## config.mk

```make
export PLATFORM = sky130hd
export DESIGN_NAME = popcount_sequencer
export DESIGN_NICKNAME = d
export VERILOG_FILES = /design/src/rtl/popcount_sequencer.sv
export SDC_FILE = /design/constraint.sdc
export NUM_CORES = 1
export LEC_CHECK = 0
export ABC_CLOCK_PERIOD_IN_PS = 3600
export CAP_MARGIN = 10
export CORE_MARGIN = 8
export CORE_UTILIZATION = 53
export DETAILED_ROUTE_END_ITERATION = 6
export PLACE_DENSITY = 0.8
export SLEW_MARGIN = 30
export SYNTH_ARGS = -nofsm -noshare
export SYNTH_HDL_FRONTEND = slang
export SYNTH_SLANG_ARGS = --single-unit
```

## constraint.sdc

```tcl
create_clock -name clk -period 3.6 [get_ports clk]
set_clock_uncertainty 0.15 [all_clocks]
set_input_delay 0.72 -clock clk [delete_from_list [all_inputs] [get_ports clk]]
set_output_delay 0.72 -clock clk [all_outputs]
set_load 0.05 [all_outputs]
```

## src/rtl/popcount_sequencer.sv

```systemverilog
// popcount_sequencer
//
// Counts the ones in an in_data word of 7*N_CHUNKS bits. A single 7-input
// ones counter is reused once per clock. Each cycle it counts one 7-bit
// slice of a shift register, so a word takes N_CHUNKS cycles to count.
//
// Optional feature: define POPCOUNT_EARLY_EXIT_EN to end counting as soon as
// the slices not yet counted are all zero. Without the macro, every word takes
// exactly N_CHUNKS count cycles.
//
// Ports:
//   clk        rising-edge clock
//   rst_n      asynchronous active-low reset
//   in_data    word to count (7*N_CHUNKS bits)
//   in_valid   in_data is valid
//   in_ready   block will accept in_data (only while IDLE)
//   out_count  ones count of the accepted word (RW bits)
//   out_valid  out_count is valid (held while DONE)
//   out_ready  consumer accepts out_count
//   busy       state is not IDLE

module popcount_sequencer #(
  parameter int N_CHUNKS = 4,
  localparam int W  = 7 * N_CHUNKS,
  localparam int RW = $clog2(W + 1),
  localparam int IW = (N_CHUNKS > 1) ? $clog2(N_CHUNKS) : 1
) (
  input  logic          clk,
  input  logic          rst_n,
  input  logic [W-1:0]  in_data,
  input  logic          in_valid,
  output logic          in_ready,
  output logic [RW-1:0] out_count,
  output logic          out_valid,
  input  logic          out_ready,
  output logic          busy
);

  typedef enum logic [1:0] {
    IDLE  = 2'd0,
    COUNT = 2'd1,
    DONE  = 2'd2
  } state_e;

  state_e        state_q, state_d;
  logic [W-1:0]  shift_q, shift_d;
  logic [RW-1:0] acc_q, acc_d;
  logic [IW-1:0] idx_q, idx_d;
  logic          in_ready_q, in_ready_d;
  logic          out_valid_q, out_valid_d;
  logic          busy_q, busy_d;

  logic [2:0]    slice_ones;
  logic [W-1:0]  shift_next;
  logic          last_slice;
  logic          finish_count;

  // This is the only ones counter in the block. It counts the low 7-bit slice.
  function automatic logic [2:0] ones7(input logic [6:0] s);
    logic [2:0] n;
    n = '0;
    for (int i = 0; i < 7; i++) begin
      n = n + {2'b00, s[i]};
    end
    return n;
  endfunction

  assign slice_ones = ones7(shift_q[6:0]);
  assign shift_next = shift_q >> 7;
  assign last_slice = (idx_q == IW'(N_CHUNKS - 1));

`ifdef POPCOUNT_EARLY_EXIT_EN
  // Stop once the slices still to be counted hold no ones.
  assign finish_count = last_slice || (shift_next == '0);
`else
  assign finish_count = last_slice;
`endif

  always_comb begin
    state_d = state_q;
    shift_d = shift_q;
    acc_d   = acc_q;
    idx_d   = idx_q;
    case (state_q)
      IDLE: begin
        if (in_valid) begin
          shift_d = in_data;
          acc_d   = '0;
          idx_d   = '0;
          state_d = COUNT;
        end
      end
      COUNT: begin
        // The sum cannot wrap: RW bits can hold 7*N_CHUNKS.
        acc_d   = acc_q + RW'(slice_ones);
        shift_d = shift_next;
        idx_d   = idx_q + IW'(1);
        if (finish_count) begin
          state_d = DONE;
        end
      end
      DONE: begin
        // Return to IDLE before taking the next word. This leaves one IDLE
        // cycle between words.
        if (out_ready) begin
          state_d = IDLE;
        end
      end
      default: state_d = IDLE;
    endcase

    // Outputs are registered, so decode them from the next state.
    in_ready_d  = (state_d == IDLE);
    out_valid_d = (state_d == DONE);
    busy_d      = (state_d != IDLE);
  end

  always_ff @(posedge clk or negedge rst_n) begin
    if (!rst_n) begin
      state_q     <= IDLE;
      shift_q     <= '0;
      acc_q       <= '0;
      idx_q       <= '0;
      in_ready_q  <= 1'b1;
      out_valid_q <= 1'b0;
      busy_q      <= 1'b0;
    end else begin
      state_q     <= state_d;
      shift_q     <= shift_d;
      acc_q       <= acc_d;
      idx_q       <= idx_d;
      in_ready_q  <= in_ready_d;
      out_valid_q <= out_valid_d;
      busy_q      <= busy_d;
    end
  end

  assign in_ready  = in_ready_q;
  assign out_valid = out_valid_q;
  assign busy      = busy_q;
  assign out_count = acc_q;

endmodule
```

* Word-level counts from Yosys, hierarchy flattened *
Index checks and enable logic that the tools add are counted.

cells by class
  $add $sub $neg = 8
  equality and inequality tests = 5
  multiplexer cells = 10
  reduce and logical (&&, ||, !) cells = 5

operators with widths
  operator                                              count
  case mux 28 bit (2 select lines)                      1
  two-way mux 28 bit                                    1
  adder 3 x 1 -> 3 bit                                  4
  case mux 5 bit (2 select lines)                       1
  two-way mux 2 bit                                     4
  equality test 2 bit (second input constant)           3
  case mux 2 bit (3 select lines)                       1
  adder 5 x 3 -> 5 bit                                  1
  two-way mux 5 bit                                     1
  logical NOT 2 bit                                     2
  case mux 2 bit (2 select lines)                       1
  nonzero test 2 bit                                    2
  adder 2 x 1 -> 3 bit                                  1
  adder 1 x 1 -> 2 bit                                  1
  adder 2 x 1 -> 2 bit (second input constant)          1
  equality test 2 x 1 -> 1 bit (second input constant)  1
  inequality test 2 bit (second input constant)         1
  AND reduction 2 bit                                   1

word-level totals
  flip-flop bits (word level) = 40
  input port bits = 32
  output and inout bits = 8
  logic and storage cells = 35

* Logic depth before layout (Yosys ltp) *
  depth in word-level cells = 8
  depth in mapped cells = 10
  gate-level depth less buffers = 10

* Worst setup path after synthesis *
No wires, ideal clock.

  kind = reg2reg
  start point = register acc_q[0], in the netlist out_count[0]
  end point = register acc_q[4], in the netlist out_count[4]
  library setup time = 0.071 ns
  arrival = 3.153 ns
  data required time = 3.379 ns
  setup slack = 0.226 ns
  stages on the path, launching flop included = 11
  buffers on the path = 0
  clock period less this slack = 3.374 ns
  path through = dfrtp_1 -> fa_1 -> inv_1 -> fa_1 -> fa_1 -> inv_1 -> ha_1 -> fa_1 -> a21oi_1 -> o2111ai_1 -> nand3_1

on the way
  word-level cells in the longest chain between the ends = 2

ends and longest elaborated chain
  what                             line  RTL
  from (decl)                      47    logic [RW-1:0] acc_q, acc_d;
  from (signal assigned)           122   acc_q <= '0;
  from (signal assigned)           130   acc_q <= acc_d;
  adder 5 x 3 -> 5 bit             95    acc_d = acc_q + RW'(slice_ones);
  case mux 5 bit (2 select lines)  84    case (state_q)

No other way between the ends.
A chain may end at the register's enable or synchronous reset.

* Final worst setup path *
Same ends and word-level chain as after synthesis.

==> flow_summary.yaml <==
power_and_ir_drop:
  power.leakage_nw: 1.17
  ir_drop_mv: 0.534
  powerDensity_nw_per_um2: 883
  totalPowerFinal_w: 0.00244
global_routing:
  grt_max_degree: 41
  grt_pass1_vias: 1825
  grt_overflow: 0
  grt_use_met1_pct: 21.5
  track_usage_pct: 16.5
  grt.met2_usage_pct: 26.4
  grt_most_used_layer: "met2"
  antenna_found_initial: 0
  use_met3_pct: 4.60
  grt_pass1_wl_mm: 8.68
setup_path:
  r2r_slack_ns: 0.34
  endpoint_kind: "flip-flop"
  worstPathArrival_ns: 3.28
  crit_path_start_kind: "flip-flop"
  worstPathMaxFanout: 3
  critical_path_required_ns: 3.62
  worstSetupPathType: "reg -> reg"
logic_synthesis:
  yosysSeqAreaShare_pct: 43.7
  yosys_warnings: 0
  synthSimpleGateAreaFrac_pct: 12.0
  synth_top_family_by_area: "compound AO/OA/AOI/OAI gates"
  synthTopCellsByArea: "dfrtp_1 (43%), nor2b_1 (6.8%), a22oi_1 (6.6%), a21oi_2 (6.1%), o21ai_1 (5.0%)"
  synth_edf_count: 0
  muxShareOfSynthArea_pct: 0
  synth.net_count: 261
  synthAdderAreaFrac_pct: 7.86
  async_flop_share_pct: 100
  synth-compound-area-share_pct: 28.4
  ys.flop_type: "dfrtp_1"
  synthXorXnorAreaFrac_pct: 0.382
  ys_types: 35
  netlist_area_um2: 2290
  synth-seq-cells: 40
  avgSynthCellArea_um2: 10.6
  synth_top_area_cell: "dfrtp_1"
  synth_top_area_share_pct: 42.6
  netlist_instances: 217
cts:
  clock_latency_ns: 0.29
  clock_path_buffers: 2
  clk_pin_slew_ns: 0.08
  cts_num_sinks: 40
  post_cts_buffers: 0
  numCtsBuffers: 5
  cts-resized-gates: 0
  htree_levels: 2
  cts_tree: "built"
  ctsHoldBuffers: 0
  clock-root-buffer: "clkbuf_8"
placement:
  hpwlAfterDp_mm: 3.32
  place.gp.congestion: 0.734
  io_buffers: 39
  dpl-instance-area_um2: 2640
die:
  start_util_pct: 53.8
  core_um2: 4260
  die_y_um: 81.8
  die_w_um: 81.8
  ioPinCount: 40
  die_area_um2: 6690
  rows: 24
routing:
  wl_per_cell_um: 16.5
  vias: 1742
  drc: 0
  wl_mm: 5.01
  drtPass1Iterations: 4
  initialDrtViolationCount: 108
  via_per_inst: 5.73
  antenna_left: 0
timing:
  max_freq_ghz: 0.307
  period_share_pct: 90.4
  relSlewSlack_pct: 54.8
  slew_violations: 0
  tightest_slew_ns: 0.677
  hold_ws_ns: 0.251
  rsz0062_at_grt: "no"
  final.setup.tns_ns: 0
  hold_violations: 0
  finalSetupViolCount: 0
  min_period_ns: 3.26
status:
  status: "finished clean"
worst_hold_path:
  hp-class: "in -> async"
finish:
  layout-drive-gt1-share_pct: 16.3
  synthToLayoutAreaGrowth_pct: 20.6
  final_nets: 295
  fin_area_um2: 2770
  final_cell_mix: "dfrtp_1 (38), clkdlybuf4s50_1 (38), nor2b_1 (25)"
  num_antenna_cells: 0
  fill_cells: 365
flow_run:
  maxCapViolCount: 0
[cell usage after synthesis (2+ instances only)]
master     number
a2bb2oi_2       4
o21ai_0         7
buf_6           9
dfrtp_1        39
a21o_1          2
nand2_1        10
a22o_1          3
a22oi_1        20
a21oi_2        16
buf_2           2
o21ai_1        23
ha_1            8
buf_4           2
a21oi_1        11
fa_1            4
clkbuf_1        3
nor2b_1        25
inv_1           9
nand3_1         3
a22oi_2         2
[worst max-delay path, cell delays in order, from the launching register on]
cell and delay, ns:
dfrtp_1 0.42, fa_1 0.56, inv_1 0.06, fa_1 0.44
fa_1 0.49, inv_1 0.04, ha_1 0.20, fa_1 0.41
a21oi_1 0.19, or3_1 0.13, nand3_1 0.06
[kinds of logic (layout without fill, tap and decap cells)]
kind of cell,Yosys count,count (layout)
fa+ha+maj,12,12
xor+xnor,1,1
buf+inv,26,61
simple gates,47,47
compound gates,91,91
flops,40,40
[layer usage]
layer	share of wire, %	wire length, um
met5	0	0
met4	0.88	44
met3	5.3	265
met2	47	2370
met1	46	2320
[final timing paths]
path                                                from                  endpoint  depth (start not counted)
worst max-delay path            out_count[0]$_DFFE_PN0P_  out_count[4]$_DFFE_PN0P_                         10
min in group clk                 shift_q[25]$_DFFE_PN0P_   shift_q[25]$_DFFE_PN0P_                          2
max in group asynchronous                          rst_n      state_q[1]$_DFF_PN0_                          1
worst min-delay path                               rst_n            busy$_DFF_PN0_                          1
worst min register to register   shift_q[25]$_DFFE_PN0P_   shift_q[25]$_DFFE_PN0P_                          2
worst max register to register  out_count[0]$_DFFE_PN0P_  out_count[4]$_DFFE_PN0P_                         10
[flip-flops by register name, indices dropped and copies added, names as in the netlist]
signal and count:
idx_q 2, state_q 2, shift_q 28, busy 1, out_valid 1, in_ready 1
out_count 5
[power by group]
part | switching [W] | total [W] | leakage, nW | internal, W
Clock | 0.000158 | 0.000403 | 0.0645 | 0.000245
Combinational | 0.000679 | 0.00122 | 0.585 | 0.000537
Sequential | 0.000184 | 0.000821 | 0.517 | 0.000637
[metrics by stage]
stage	util, %	std cells	setup WS, ns
CTS	64.8	304	0.331
floorplan	-	217	0.226
finish	64.8	304	0.344
global placement	61.8	296	0.416
detailed placement	61.8	296	0.344
global route	64.8	304	0.117
[final cells by class]
class	instances	area (um2)	area share [%]
timing repair buffer	43	418	15.1
inverter	10	37.5	1.36
clock buffer	7	96.3	3.48
multi-input combinational	151	1110	40.3
clock inverter	1	30.0	1.09
sequential	40	1000	36.3
tap	52	65.1	2.35
Power figures use the tool's default switching activity.
